<file path="config.mk">
export PLATFORM = sky130hd
export DESIGN_NAME = seq_det_ctrl_flat
export DESIGN_NICKNAME = d
export VERILOG_FILES = /design/src/rtl/seq_det_ctrl_if.sv /design/src/rtl/seq_det_ctrl.sv /design/src/flat_wrapper.sv
export SDC_FILE = /design/constraint.sdc
export NUM_CORES = 1
export LEC_CHECK = 0
export CORE_ASPECT_RATIO = 1.5
export CORE_MARGIN = 10
export CORE_UTILIZATION = 53
export DETAILED_ROUTE_END_ITERATION = 16
export MAX_ROUTING_LAYER = met4
export PLACE_DENSITY = 0.8
export SKIP_CTS_REPAIR_TIMING = 1
export SYNTH_ARGS = -nofsm -noshare
export SYNTH_HDL_FRONTEND = slang
export SYNTH_SLANG_ARGS = --single-unit
</file>
<file path="constraint.sdc">
create_clock -name clk -period 2.8 [get_ports clk]
set_input_delay 0.42 -clock clk [delete_from_list [all_inputs] [get_ports clk]]
set_output_delay 0.42 -clock clk [all_outputs]
set_load 0.02 [all_outputs]
</file>
<file path="src/rtl/seq_det_ctrl_if.sv">
// seq_det_ctrl_if
//   Bundles the configuration, control, serial-data and status signals of
//   seq_det_ctrl. clk and rst stay plain ports on the controller.
//
//   Handshake: there is no ready/back-pressure. din is consumed on every
//   rising edge where din_valid is high and the controller is in RUN.
//   Beats presented in any other state are dropped. cfg_we and start are
//   single-cycle commands that are only acted on in IDLE.
//
//   master : host side (drives cfg_*, start, abort, din_valid, din)
//   slave  : controller side (drives busy, dout, done, match_cnt, cfg_err,
//            state)
interface seq_det_ctrl_if #(
  parameter int PAT_W = 8,
  parameter int CNT_W = 8
);
  localparam int LEN_W = $clog2(PAT_W) + 1;

  logic             cfg_we;
  logic [PAT_W-1:0] cfg_pattern;
  logic [LEN_W-1:0] cfg_len;
  logic             cfg_overlap;
  logic [CNT_W-1:0] cfg_target;
  logic             start;
  logic             abort;
  logic             din_valid;
  logic             din;
  logic             busy;
  logic             dout;
  logic             done;
  logic [CNT_W-1:0] match_cnt;
  logic             cfg_err;
  logic [1:0]       state;      // debug view of the controller FSM

  modport master (
    output cfg_we, cfg_pattern, cfg_len, cfg_overlap, cfg_target,
    output start, abort, din_valid, din,
    input  busy, dout, done, match_cnt, cfg_err, state
  );

  modport slave (
    input  cfg_we, cfg_pattern, cfg_len, cfg_overlap, cfg_target,
    input  start, abort, din_valid, din,
    output busy, dout, done, match_cnt, cfg_err, state
  );
endinterface

</file>
<file path="src/rtl/seq_det_ctrl.sv">
// seq_det_ctrl
//   Programmable serial pattern-detection controller. A host loads a
//   pattern (up to PAT_W bits), its length, an overlap mode and a target
//   match count while IDLE, then starts a run. In RUN every qualified din
//   beat is shifted in and compared against the pattern; each match
//   produces a one-cycle dout pulse and bumps match_cnt. Reaching the
//   target passes through a one-cycle DONE state (done pulse) back to IDLE.
//
// Ports
//   clk  : rising-edge clock
//   rst  : asynchronous, active-low reset
//   bus  : seq_det_ctrl_if.slave (config, start/abort, din stream, status,
//          debug FSM state)
//
// All outputs are registered.
module seq_det_ctrl #(
  parameter int PAT_W = 8,
  parameter int CNT_W = 8
) (
  input  logic         clk,
  input  logic         rst,
  seq_det_ctrl_if.slave bus
);

  localparam int LEN_W = $clog2(PAT_W) + 1;

  localparam logic [1:0] IDLE = 2'd0;
  localparam logic [1:0] RUN  = 2'd1;
  localparam logic [1:0] DONE = 2'd2;

  localparam logic [LEN_W-1:0] MAX_LEN = LEN_W'(PAT_W);

  logic [1:0]       state_q;
  logic [PAT_W-1:0] pat_q;
  logic [LEN_W-1:0] len_q;
  logic             ovl_q;
  logic [CNT_W-1:0] tgt_q;
  // Only the low PAT_W-1 history bits are stored; together with the
  // incoming din they form the full PAT_W-bit compare window.
  logic [PAT_W-2:0] shift_q;
  logic [LEN_W-1:0] fill_q;
  logic             busy_q;
  logic             dout_q;
  logic             done_q;
  logic [CNT_W-1:0] match_cnt_q;
  logic             cfg_err_q;

  logic [PAT_W-1:0] new_shift;
  logic [PAT_W-1:0] len_mask;
  logic [LEN_W-1:0] fill_inc;
  logic [CNT_W-1:0] cnt_inc;
  logic             hit;
  logic             cfg_in_ok;
  logic             cfg_reg_ok;

  always_comb begin
    new_shift = {shift_q, bus.din};
    fill_inc  = (fill_q >= MAX_LEN) ? MAX_LEN : fill_q + 1'b1;
    len_mask  = '0;
    for (int i = 0; i < PAT_W; i++) begin
      len_mask[i] = (LEN_W'(i) < len_q);
    end
    // Window must hold at least len fresh bits before a compare counts.
    hit        = (fill_inc >= len_q) && (((new_shift ^ pat_q) & len_mask) == '0);
    cnt_inc    = match_cnt_q + 1'b1;
    cfg_in_ok  = (bus.cfg_len != '0) && (bus.cfg_len <= MAX_LEN) &&
                 (bus.cfg_target != '0);
    cfg_reg_ok = (len_q != '0) && (len_q <= MAX_LEN) && (tgt_q != '0);
  end

  always_ff @(posedge clk or negedge rst) begin
    if (!rst) begin
      state_q     <= IDLE;
      pat_q       <= '0;
      len_q       <= '0;
      ovl_q       <= 1'b0;
      tgt_q       <= '0;
      shift_q     <= '0;
      fill_q      <= '0;
      busy_q      <= 1'b0;
      dout_q      <= 1'b0;
      done_q      <= 1'b0;
      match_cnt_q <= '0;
      cfg_err_q   <= 1'b0;
    end else begin
      dout_q <= 1'b0;
      done_q <= 1'b0;
      case (state_q)
        IDLE: begin
          // A config write shadows a coincident start.
          if (bus.cfg_we) begin
            pat_q     <= bus.cfg_pattern;
            len_q     <= bus.cfg_len;
            ovl_q     <= bus.cfg_overlap;
            tgt_q     <= bus.cfg_target;
            cfg_err_q <= !cfg_in_ok;
          end else if (bus.start) begin
            if (cfg_reg_ok) begin
              shift_q     <= '0;
              fill_q      <= '0;
              match_cnt_q <= '0;
              cfg_err_q   <= 1'b0;
              busy_q      <= 1'b1;
              state_q     <= RUN;
            end else begin
              cfg_err_q <= 1'b1;
            end
          end
        end
        RUN: begin
          // abort discards the coincident beat, including a completing match.
          if (bus.abort) begin
            busy_q  <= 1'b0;
            state_q <= IDLE;
          end else if (bus.din_valid) begin
            shift_q <= new_shift[PAT_W-2:0];
            if (hit) begin
              match_cnt_q <= cnt_inc;
              dout_q      <= 1'b1;
              // Non-overlap mode restarts the fill so no bit is reused.
              fill_q      <= ovl_q ? fill_inc : '0;
              if (cnt_inc == tgt_q) begin
                busy_q  <= 1'b0;
                done_q  <= 1'b1;
                state_q <= DONE;
              end
            end else begin
              fill_q <= fill_inc;
            end
          end
        end
        DONE: begin
          state_q <= IDLE;
        end
        default: begin
          busy_q  <= 1'b0;
          state_q <= IDLE;
        end
      endcase
    end
  end

  assign bus.busy      = busy_q;
  assign bus.dout      = dout_q;
  assign bus.done      = done_q;
  assign bus.match_cnt = match_cnt_q;
  assign bus.cfg_err   = cfg_err_q;
  assign bus.state     = state_q;

endmodule
</file>
<file path="src/flat_wrapper.sv">
// flat-port wrapper written by rule: the top's interface ports become plain ports
module seq_det_ctrl_flat 
#(
  parameter int PAT_W = 8,
  parameter int CNT_W = 8
)
  (clk, rst, bus_cfg_we, bus_cfg_pattern, bus_cfg_len, bus_cfg_overlap, bus_cfg_target, bus_start, bus_abort, bus_din_valid, bus_din, bus_busy, bus_dout, bus_done, bus_match_cnt, bus_cfg_err, bus_state);
  seq_det_ctrl_if #(.PAT_W(PAT_W), .CNT_W(CNT_W)) bus_i ();
  input  logic clk;
  input  logic rst;
  input wire logic [$bits(bus_i.cfg_we)-1:0] bus_cfg_we;
  input wire logic [$bits(bus_i.cfg_pattern)-1:0] bus_cfg_pattern;
  input wire logic [$bits(bus_i.cfg_len)-1:0] bus_cfg_len;
  input wire logic [$bits(bus_i.cfg_overlap)-1:0] bus_cfg_overlap;
  input wire logic [$bits(bus_i.cfg_target)-1:0] bus_cfg_target;
  input wire logic [$bits(bus_i.start)-1:0] bus_start;
  input wire logic [$bits(bus_i.abort)-1:0] bus_abort;
  input wire logic [$bits(bus_i.din_valid)-1:0] bus_din_valid;
  input wire logic [$bits(bus_i.din)-1:0] bus_din;
  output wire logic [$bits(bus_i.busy)-1:0] bus_busy;
  output wire logic [$bits(bus_i.dout)-1:0] bus_dout;
  output wire logic [$bits(bus_i.done)-1:0] bus_done;
  output wire logic [$bits(bus_i.match_cnt)-1:0] bus_match_cnt;
  output wire logic [$bits(bus_i.cfg_err)-1:0] bus_cfg_err;
  output wire logic [$bits(bus_i.state)-1:0] bus_state;
  assign bus_i.cfg_we = bus_cfg_we;
  assign bus_i.cfg_pattern = bus_cfg_pattern;
  assign bus_i.cfg_len = bus_cfg_len;
  assign bus_i.cfg_overlap = bus_cfg_overlap;
  assign bus_i.cfg_target = bus_cfg_target;
  assign bus_i.start = bus_start;
  assign bus_i.abort = bus_abort;
  assign bus_i.din_valid = bus_din_valid;
  assign bus_i.din = bus_din;
  assign bus_busy = bus_i.busy;
  assign bus_dout = bus_i.dout;
  assign bus_done = bus_i.done;
  assign bus_match_cnt = bus_i.match_cnt;
  assign bus_cfg_err = bus_i.cfg_err;
  assign bus_state = bus_i.state;
  seq_det_ctrl #(.PAT_W(PAT_W), .CNT_W(CNT_W)) u_core (.clk(clk), .rst(rst), .bus(bus_i));
endmodule
</file>
==> flow_metrics.env <==
export IMPL_rsz0062_at_grt="no"
export IMPL_path_max_fanout=15
export IMPL_cts_sinks=46
export IMPL_worstPathRequired_ns=2.99
export IMPL_worstSkewPairLatency_ns=0.30
export IMPL_final_setup_skew_ns=0.01019
export IMPL_ys_warnings_count=0
export IMPL_design_area_sq_mm=0.003024
export IMPL_gp_congestion=0.9164
export IMPL_placedCellCount=327
export IMPL_setup_viol=0
export IMPL_cts_buffers=5
export IMPL_drive_gt1_frac=0.1498
export IMPL_slew_headroom=0.3185
export IMPL_synth_flop_cell="dfrtp_1"
export IMPL_grt_pass1_wl_um=9439
export IMPL_synth_edf_count=0
export IMPL_drt_total_wl_um=5762
export IMPL_powerDensity_mw_per_mm2=630.4
export IMPL_p_sw_mw=0.6232
export IMPL_finalSetupTns_ns=0
export IMPL_port_buffers=41
export IMPL_finalHoldViolations=0
export IMPL_grt_overflow_total=0
export IMPL_finalCritPeriodShare=0.9280
export IMPL_final_cell_mix="dfrtp_1 (46), clkdlybuf4s50_1 (40), nand2_1 (32)"
export IMPL_critPathSlowestCell="o221ai_2"
export IMPL_crit_path_frequent_cell="ha_1"
export IMPL_fin_util=0.6714
export IMPL_start_kind="flip-flop"
export IMPL_grt_max_degree=47
export IMPL_route_detailed_drc=0
export IMPL_clock_path_buffers=2
export IMPL_vdd_drop_max_mv=0.2921
export IMPL_hpwl_um=4240
export IMPL_maxCapViolCount=0
export IMPL_finalNonFillerCells=335
export IMPL_combPwrFrac=0.309
export IMPL_grt_usage=0.1573
export IMPL_path_buf_inv=2
export IMPL_synth_seq_cells=46
export IMPL_drtIter0Drc=62
export IMPL_tightest_slew_ns=1.022
export IMPL_intPower_mw=1.283
export IMPL_hold_path_class="primary input to async pin"
export IMPL_p_seq_frac=0.472
export IMPL_status="finished clean"
export IMPL_setup_worst_path_class="flip-flop to flip-flop"
export IMPL_cts_tree="yes"
export IMPL_synthesis_instances=240
export IMPL_mappedNetlistNets=275
export IMPL_ant_nets=0
export IMPL_wl_per_cell_um=17.20
export IMPL_slew_violations=0
export IMPL_antenna_found_initial=0
export IMPL_slowest_delay_ns=0.51
export IMPL_die_w_um=75.71
export IMPL_synth_distinct_cells=46
export IMPL_clkSlewWorstSetupHoldPaths_ns=0.09
export IMPL_p_sw_frac=0.3269
export IMPL_grt_pass1_vias=1997
export IMPL_end_kind="flip-flop"
export IMPL_io_pins=42
export IMPL_die_area_sq_mm=0.007841
export IMPL_cts_root_buf="clkbuf_8"
export IMPL_htreeDepth=2
export IMPL_area_growth_pct=22.57
export IMPL_placed_area_sq_mm=0.002933
export IMPL_core_sq_mm=0.004504
export IMPL_synth_seq_area_share=0.4665
export IMPL_pwr_share_clk=0.219
export IMPL_firstDrtPassIters=4
export IMPL_diodes=0
export IMPL_timing_final_crit_period_ns=2.598
export IMPL_avgViaCountPerCell=5.979
export IMPL_std_cell_rows=30
export IMPL_critPathTopFamily="compound AO/OA/AOI/OAI gates"
export IMPL_syn_area_per_cell_sq_um=10.28
export IMPL_clock_fmax_ghz=0.3849
export IMPL_die_y_um=103.6
export IMPL_cellLeakagePower_nw=1.242
export IMPL_arrival_ns=2.79
export IMPL_mostFrequentLayoutCell="dfrtp_1"
export IMPL_path_cells="inv_1 -> ha_1 -> nor2b_1 -> ha_1 -> o21ai_0 -> a21oi_1 -> o221ai_2 -> buf_4 -> nor2_1 -> mux2_2"
export IMPL_nNetsFinal=321
export IMPL_synthArstFlopShare=1.000
export IMPL_initial_core_util=0.5478
export IMPL_dr_total_vias=2003
export IMPL_netlist_area_sq_mm=0.002467
## power by group through the flow
stage | combinational (mW) | clock (mW) | sequential (mW)
final | 0.589 | 0.417 | 0.901
after detailed placement | 0.591 | 0 | 0.910
after global routing | 0.656 | 0.462 | 0.916
after floorplan | 0.389 | 0 | 0.901
after global placement | 0.572 | 0 | 0.907
after CTS | 0.593 | 0.432 | 0.899
## cell type report
cell class | instances | area [sq um]
Inverter | 9 | 33.78
Clock buffer | 7 | 86.33
Multi-Input combinational cell | 176 | 1230
Clock inverter | 1 | 5.005
Sequential cell | 46 | 1151
Tap cell | 48 | 60.06
Timing Repair Buffer | 48 | 457.9
Fill cell | 381 | 1480
## through the flow
step	worst slack (ns)	hold WS, ns	total power [mW]
global placement	0.2285	0.4655	1.479
detailed placement	0.1642	0.4807	1.500
floorplan	0.3570	0.1244	1.290
finish	0.2016	0.3010	1.906
global route	0.03669	0.3775	2.034
CTS	0.2179	0.3317	1.924
## synth_stat cells, types with 3 or more instances
cell      instances  share of area
nor2b_1           4          0.010
nand3_1           9          0.018
clkbuf_1          4         0.0061
o211ai_1          4          0.012
inv_1             9          0.014
nor4_1            4          0.010
xnor2_1          14          0.050
mux2_2           19          0.087
and2_1            3         0.0076
a31oi_1           3         0.0076
nor3_1            4         0.0081
nand2_1          32          0.049
or4_1             6          0.018
xor2_1            5          0.018
ha_1              7          0.035
a22o_1            5          0.018
nor2_1           10          0.015
dfrtp_1          46           0.47
o21ai_0          20          0.041
## sequential cells by signal, indices dropped and copies added, names as in the netlist
register	cells
u_core.ovl_q	1
u_core.bus.state	2
u_core.pat_q	8
u_core.bus.cfg_err	1
u_core.shift_q	7
u_core.bus.busy	1
u_core.bus.match_cnt	8
u_core.fill_q	4
u_core.tgt_q	8
u_core.bus.done	1
u_core.bus.dout	1
u_core.len_q	4
## path summary, 6_finish.rpt
path | startpoint | end | slack (ns) | cells after the start
max in group asynchronous | rst | u_core.tgt_q[4] | 1.87 | 1
min in group clk | u_core.bus.cfg_err | u_core.bus.cfg_err | 0.49 | 2
hold reg to reg | u_core.bus.cfg_err | u_core.bus.cfg_err | 0.49 | 2
hold / removal | rst | u_core.pat_q[1] | 0.30 | 1
setup / recovery | u_core.fill_q[0] | u_core.bus.match_cnt[0] | 0.20 | 10
setup reg to reg | u_core.fill_q[0] | u_core.bus.match_cnt[0] | 0.20 | 10
## metal layers
metal  wire length (um)  GRT usage  vias to the layer above  part of all wire
met3                361    0.04107                       15             0.063
met4                167    0.06267                        0             0.029
met2               2965     0.2576                       69              0.51
li1                   -          -                      953                 -
met5                  0          -                        -                 0
met1               2268     0.1735                      966              0.39
## cells by family (layout without fill, tap and decap cells)
family | after synthesis | in the layout | share of synthesized area
buf+inv | 18 | 65 | 0.03498
flops | 46 | 46 | 0.4665
simple gates | 79 | 79 | 0.1633
mux | 20 | 20 | 0.09077
fa+ha+maj | 7 | 7 | 0.03550
xor+xnor | 19 | 19 | 0.06744
compound gates | 51 | 51 | 0.1415
No activity file was read; power rests on OpenSTA's default activity.
==> edit 1, RTL diff (same flow settings) <==
Reset style: synchronous (`rst`), changed in one clocked block. Comments in the files are not updated.
--- a/src/rtl/seq_det_ctrl.sv
+++ b/src/rtl/seq_det_ctrl.sv
@@ -69,5 +69,5 @@
   end
 
-  always_ff @(posedge clk or negedge rst) begin
+  always_ff @(posedge clk) begin
     if (!rst) begin
       state_q     <= IDLE;
Function: differs if rst is asserted again (counterexample within 4 cycles, from zero or initial values and one cycle with rst low); with rst held inactive, the same outputs for 4 cycles.
==> edit 1 against the unedited design <==
- sequential cell count did not move
- clock skew fell by 0.0078 ns
- non-clock buffer count rose by 2
- final area rose by 1.8%
- utilization rose by 0.63 points
- worst setup slack got worse by 0.073 ns
- wire length rose by 4.8%
- synthesized area rose by 1.1%
- worst hold slack improved by 0.18 ns
- global-route usage fell by 0.24 points
- critical path depth rose by 1
- synthesized cell count rose by 25%
Power is not compared: it rests on default switching activity, and its combinational part moved more than twofold at a synthesized area within 25%.
==> edit 1: results (changes against the unedited design) <==
* Part of the cycle the worst path needs at 95.4% (+2.6 points)
* Largest net degree at the start of global routing at 36 (-23%)
* Status: complete, no violations
* Fraction of layout cells with a size suffix above 1 at 7.58% (-7.4 points)
* Vias post-DR at 2,259 (+13%)
* Worst slack at placement at 0.0660 ns (-0.0983 ns)
* Number of distinct library cells after synthesis at 54 (+17%)
* IO Port Bufs at 41 (unchanged)
* Final nets at 377 (+17%)
* Placed Area at 0.00297 sq mm (+1.3%)
* Primary FF master, synth: dfxtp_1
* Rel. slew slack at 54.0% (+22 points)
* First-pass GRT wire length at 10,200 microns (+8.5%)
* Syn Nets at 335 (+22%)
* WL/cell at 14.8 microns (-14%)
* CP peak stage delay at 0.41 ns (-0.10 ns)
* All-layer global routing usage at 15.5% (-0.24 points)
* Worst min-delay path category: reg2reg
* CP startpoint: u_core.fill_q[1]$_SDFFE_PN0P_
* Synth Warn # at 0 (unchanged)
* WP data arrival at 2.92 ns (+0.13 ns)
* Synth top cells by count: 55 x nand2_1, 46 x dfxtp_1, 21 x a21boi_0
* Post-synth ARST share at 0% (-100 points)
* Number of global-route vias before repair at 2,150 (+7.7%)
* 1st-iter DRT viols at 138 (+120%)
* Top fanout value on the critical path at 9 (-6)
* Slowest-stage cell, CP: or3b_1
* Worst setup path end: u_core.bus.match_cnt[3]$_SDFFE_PN0P_
* Setup slack, reg-to-reg at 0.13 ns (-0.07 ns)
* Worst clock skew at 0.00241 ns (-0.00778 ns)
* Worst-case clock buffer depth at 2 (unchanged)
* Worst r2r path cells at 11 (+1)
* Sequential share of the synthesized area at 36.9% (-9.7 points)
* Top cells by area, synth: dfxtp_1 37%, nand2_1 8.3%, a21boi_0 6.3%, xnor2_1 3.9%, ha_1 3.5%
==> edit 1: stage by stage <==
| stage | instances | hold slack [ns] |
|---|---|---|
| after floorplan | 300 | 0.455 |
| after global placement | 397 | 0.466 |
| after detailed placement | 397 | 0.474 |
| after CTS | 405 | 0.485 |
| after global routing | 407 | 0.504 |
| final | 407 | 0.479 |
==> edit 1: worst max-delay path: cells and delay by family (launching register included) <==
| kind | cells | cell delay (ns) |
|---|---|---|
| adders and majority gates | 2 | 0.54 |
| and+or+nand+nor | 5 | 1.03 |
| AOI/OAI and AO/OA | 2 | 0.40 |
| DFF | 1 | 0.39 |
| buffers and inverters | 2 | 0.24 |
==> edit 1: cell type report <==
cell class,instances,area [sq um]
flip-flops and latches,46,922
inverters,10,37.5
clock inverters,1,5.00
well taps,64,80.1
repair buffers,50,478
fillers,401,1460
multi-input cells,229,1470
clock buffers,7,86.3
==> edit 1: cell families after synthesis <==
logic type | after synthesis | share of synthesized area [%]
xor+xnor | 18 | 6.62
compound gates | 74 | 21.3
buf+inv | 25 | 4.16
flops | 46 | 36.9
fa+ha+maj | 7 | 3.51
mux | 1 | 0.401
simple gates | 129 | 27.1
==> edit 1: power groups by stage <==
| stage | Combinational [mW] | Clock, mW | Sequential (mW) |
|---|---|---|---|
| after floorplan | 0.128 | 0 | 0.716 |
| after global placement | 0.213 | 0 | 0.716 |
| after detailed placement | 0.216 | 0 | 0.717 |
| after CTS | 0.217 | 0.423 | 0.701 |
| after global routing | 0.248 | 0.455 | 0.705 |
| final | 0.226 | 0.418 | 0.701 |
==> edit 1: metal layers <==
layer / vias to the layer above / track usage, % / wire [microns]
met5: - / - / 0
met4: 0 / 6.11 / 123
met3: 10 / 3.03 / 239
met2: 51 / 26.6 / 3070
met1: 1057 / 17.0 / 2600
li1: 1141 / - / -
==> edit 2, RTL diff (same settings) <==
Without the edit above. `CNT_W` is set to 8 in 3 places; all go to 9.
--- a/src/rtl/seq_det_ctrl_if.sv
+++ b/src/rtl/seq_det_ctrl_if.sv
@@ -13,5 +13,5 @@
 interface seq_det_ctrl_if #(
   parameter int PAT_W = 8,
-  parameter int CNT_W = 8
+  parameter int CNT_W = 9
 );
   localparam int LEN_W = $clog2(PAT_W) + 1;
--- a/src/rtl/seq_det_ctrl.sv
+++ b/src/rtl/seq_det_ctrl.sv
@@ -16,5 +16,5 @@
 module seq_det_ctrl #(
   parameter int PAT_W = 8,
-  parameter int CNT_W = 8
+  parameter int CNT_W = 9
 ) (
   input  logic         clk,
--- a/src/flat_wrapper.sv
+++ b/src/flat_wrapper.sv
@@ -3,5 +3,5 @@
 #(
   parameter int PAT_W = 8,
-  parameter int CNT_W = 8
+  parameter int CNT_W = 9
 )
   (clk, rst, bus_cfg_we, bus_cfg_pattern, bus_cfg_len, bus_cfg_overlap, bus_cfg_target, bus_start, bus_abort, bus_din_valid, bus_din, bus_busy, bus_dout, bus_done, bus_match_cnt, bus_cfg_err, bus_state);
Ports: changed (resized bus_cfg_target and bus_match_cnt); port bits go from 42 to 44. The function was not compared with the original's and may differ.
==> edit 2 against the unedited design <==
- synthesized cell count rose by 13%
- sequential share of layout area fell by 2.9 points
- final area rose by 13%
- combinational power rose by 41%
- wire length rose by 17%
- synthesized area rose by 11%
- clock power rose by 2%
- die area rose by 8.4%
- worst setup slack got worse by 0.023 ns
- total power rose by 17%
- sequential cell count rose by 2
- largest cell class unchanged
==> edit 2: results (changes against the unedited design) <==
* Worst-Margin Slew at 0.583 ns (-0.439 ns)
* Placed Area at 0.00332 sq mm (+13%)
* Cts bufs inserted at 5 (unchanged)
* Final WL at 6720 microns (+17%)
* Crit-path leading delay family: buffers and inverters
* Vias post-DR at 2,319 (+16%)
* IO Port Bufs at 43 (+4.9%)
* Worst-case clock buffer depth at 2 (unchanged)
* Sw frac at 35.2% (+2.5 points)
* CTS root buf: clkbuf_8
* Synth top area share at 43.9% (-2.8 points)
* All-layer global routing usage at 16.9% (+1.2 points)
* Fillers at 432 (+13%)
* Synth top cells by count: 48 x dfrtp_1, 25 x nand2_1, 21 x mux2_2
* Final nets at 365 (+14%)
* Final RePlAce weighted congestion at 0.902 (-1.5%)
* HPWL after detailed placement at 5340 microns (+26%)
* Setup slack, reg-to-reg at 0.23 ns (+0.03 ns)
* WP data arrival at 2.81 ns (+0.02 ns)
* Status: complete, no violations
* Number of distinct library cells after synthesis at 51 (+11%)
* CP peak stage delay at 0.49 ns (-0.02 ns)
* H-Tree Level Count at 2 (unchanged)
* Primary FF master, synth: dfrtp_1
* Worst setup path end: u_core.bus.match_cnt[3]$_DFFE_PN0P_
* Worst IR Drop VDD at 0.536 mV (+83%)
* P_leak at 1.45 nW (+17%)
* Post-synth ARST share at 100% (unchanged)
* Skew-Pair Late Insertion Delay at 0.30 ns (about the same)
* CTS clk-pin slew, worst paths at 0.09 ns (about the same)
* R2R Path End: u_core.bus.match_cnt[5]$_DFFE_PN0P_
* First-pass GRT wire length at 11,400 microns (+21%)
* Drt first pass iters at 4 (unchanged)
* Syn Nets at 308 (+12%)
* Antenna violations before repair at 0 (unchanged)
* Largest net degree at the start of global routing at 27 (-43%)
* Number of global-route vias before repair at 2,441 (+22%)
* PD cells at 654 mW/mm^2 (+3.7%)
* Diode count at 0 (unchanged)
* Worst r2r path cells at 11 (+1)
* Worst slack at placement at -0.154 ns (-0.319 ns)
* 1st-iter DRT viols at 158 (+150%)
* Synth Warn # at 0 (unchanged)
* Worst min-delay path category: in2async
* Top cells by area, synth: dfrtp_1 44%, mux2_2 8.6%, nand2_1 3.4%, ha_1 3.2%, xnor2_1 3.2%
* Top fanout value on the critical path at 8 (-7)
* Sequential share of the synthesized area at 43.9% (-2.8 points)
* CP startpoint: bus_start
* Worst clock skew at 0.00827 ns (-0.00191 ns)
* RR Startpoint: u_core.fill_q[0]$_DFFE_PN0P_
* Slowest-stage cell, CP: clkdlybuf4s50_1
* Fraction of layout cells with a size suffix above 1 at 17.3% (+2.3 points)
* Setup ws final at 0.178 ns (-0.0234 ns)
-- edit 2: cell families (layout without fill, tap and decap cells) --
group | after synthesis | after routing | synth area share [%]
AO/OA/AOI/OAI | 58 | 58 | 16.0
XOR/XNOR | 19 | 19 | 6.08
adder cells (fa/ha/maj) | 7 | 7 | 3.20
buffers and inverters | 23 | 81 | 3.61
flip-flops | 48 | 48 | 43.9
multiplexers | 24 | 24 | 9.74
AND/OR/NAND/NOR | 93 | 93 | 17.5
-- edit 2: worst reg2reg max path, stage by stage (launching register included) --
cell	delay [ns]
dfrtp_1	0.42
inv_1	0.06
ha_1	0.28
nor2b_1	0.15
ha_1	0.29
a211o_1	0.26
a21oi_1	0.30
a2111oi_4	0.12
buf_4	0.18
buf_4	0.15
a31oi_1	0.18
a31oi_1	0.06
-- edit 2: final cells by class --
cell class                      count  area (sq um)  share of cell area, %
Timing Repair Buffer               60           553                   16.2
Sequential cell                    48          1200                   35.1
Clock inverter                      1          7.51                  0.220
Tap cell                           68          85.1                   2.49
Inverter                           13          48.8                   1.43
Multi-Input combinational cell    201          1440                   42.0
Clock buffer                        7          86.3                   2.53
-- edit 2: stage by stage --
step / cells / setup TNS (ns) / utilization [%] / hold WS (ns) / power [mW]
finish: 398 / 0 / 67.2 / 0.112 / 2.24
global route: 398 / 0 / 67.2 / 0.124 / 2.38
CTS: 398 / 0 / 67.2 / 0.118 / 2.25
detailed placement: 390 / -0.611 / 65.4 / 0.447 / 1.82
global placement: 390 / -0.282 / 65.4 / 0.437 / 1.79
floorplan: 272 / 0 / - / 0.124 / 1.51
-- edit 2: per-layer routing --
metal	vias up	routed length, microns	GRT usage, %	share of wire, %
met1	1122	2500	16.7	37
met2	72	3700	30.7	55
met4	0	207	8.35	3.1
met3	20	320	3.32	4.8
met5	-	0	-	0
li1	1105	-	-	-
-- edit 2: worst min-delay path by stage --
stage	start	depth (start not counted)	slack [ns]	to
6_report	rst	1	0.11	u_core.bus.match_cnt[6]$_DFFE_PN0P_
5_1_grt	rst	1	0.12	u_core.bus.match_cnt[4]$_DFFE_PN0P_
4_1_cts	rst	1	0.12	u_core.bus.dout$_DFF_PN0_
3_5_place_dp	rst	1	0.45	u_core.bus.dout$_DFF_PN0_
3_3_place_gp	rst	1	0.44	u_core.bus.dout$_DFF_PN0_
2_1_floorplan	rst	0	0.12	u_core.bus.busy$_DFFE_PN0P_
-- edit 2: power by group through the flow --
stage          Combinational [mW]  Sequential [mW]  Clock (mW)
3_3_place_gp                0.806            0.983           0
2_1_floorplan               0.536            0.972           0
3_5_place_dp                0.831            0.992           0
6_report                    0.831            0.977       0.427
4_1_cts                     0.836            0.977       0.439
5_1_grt                     0.924            0.996       0.464
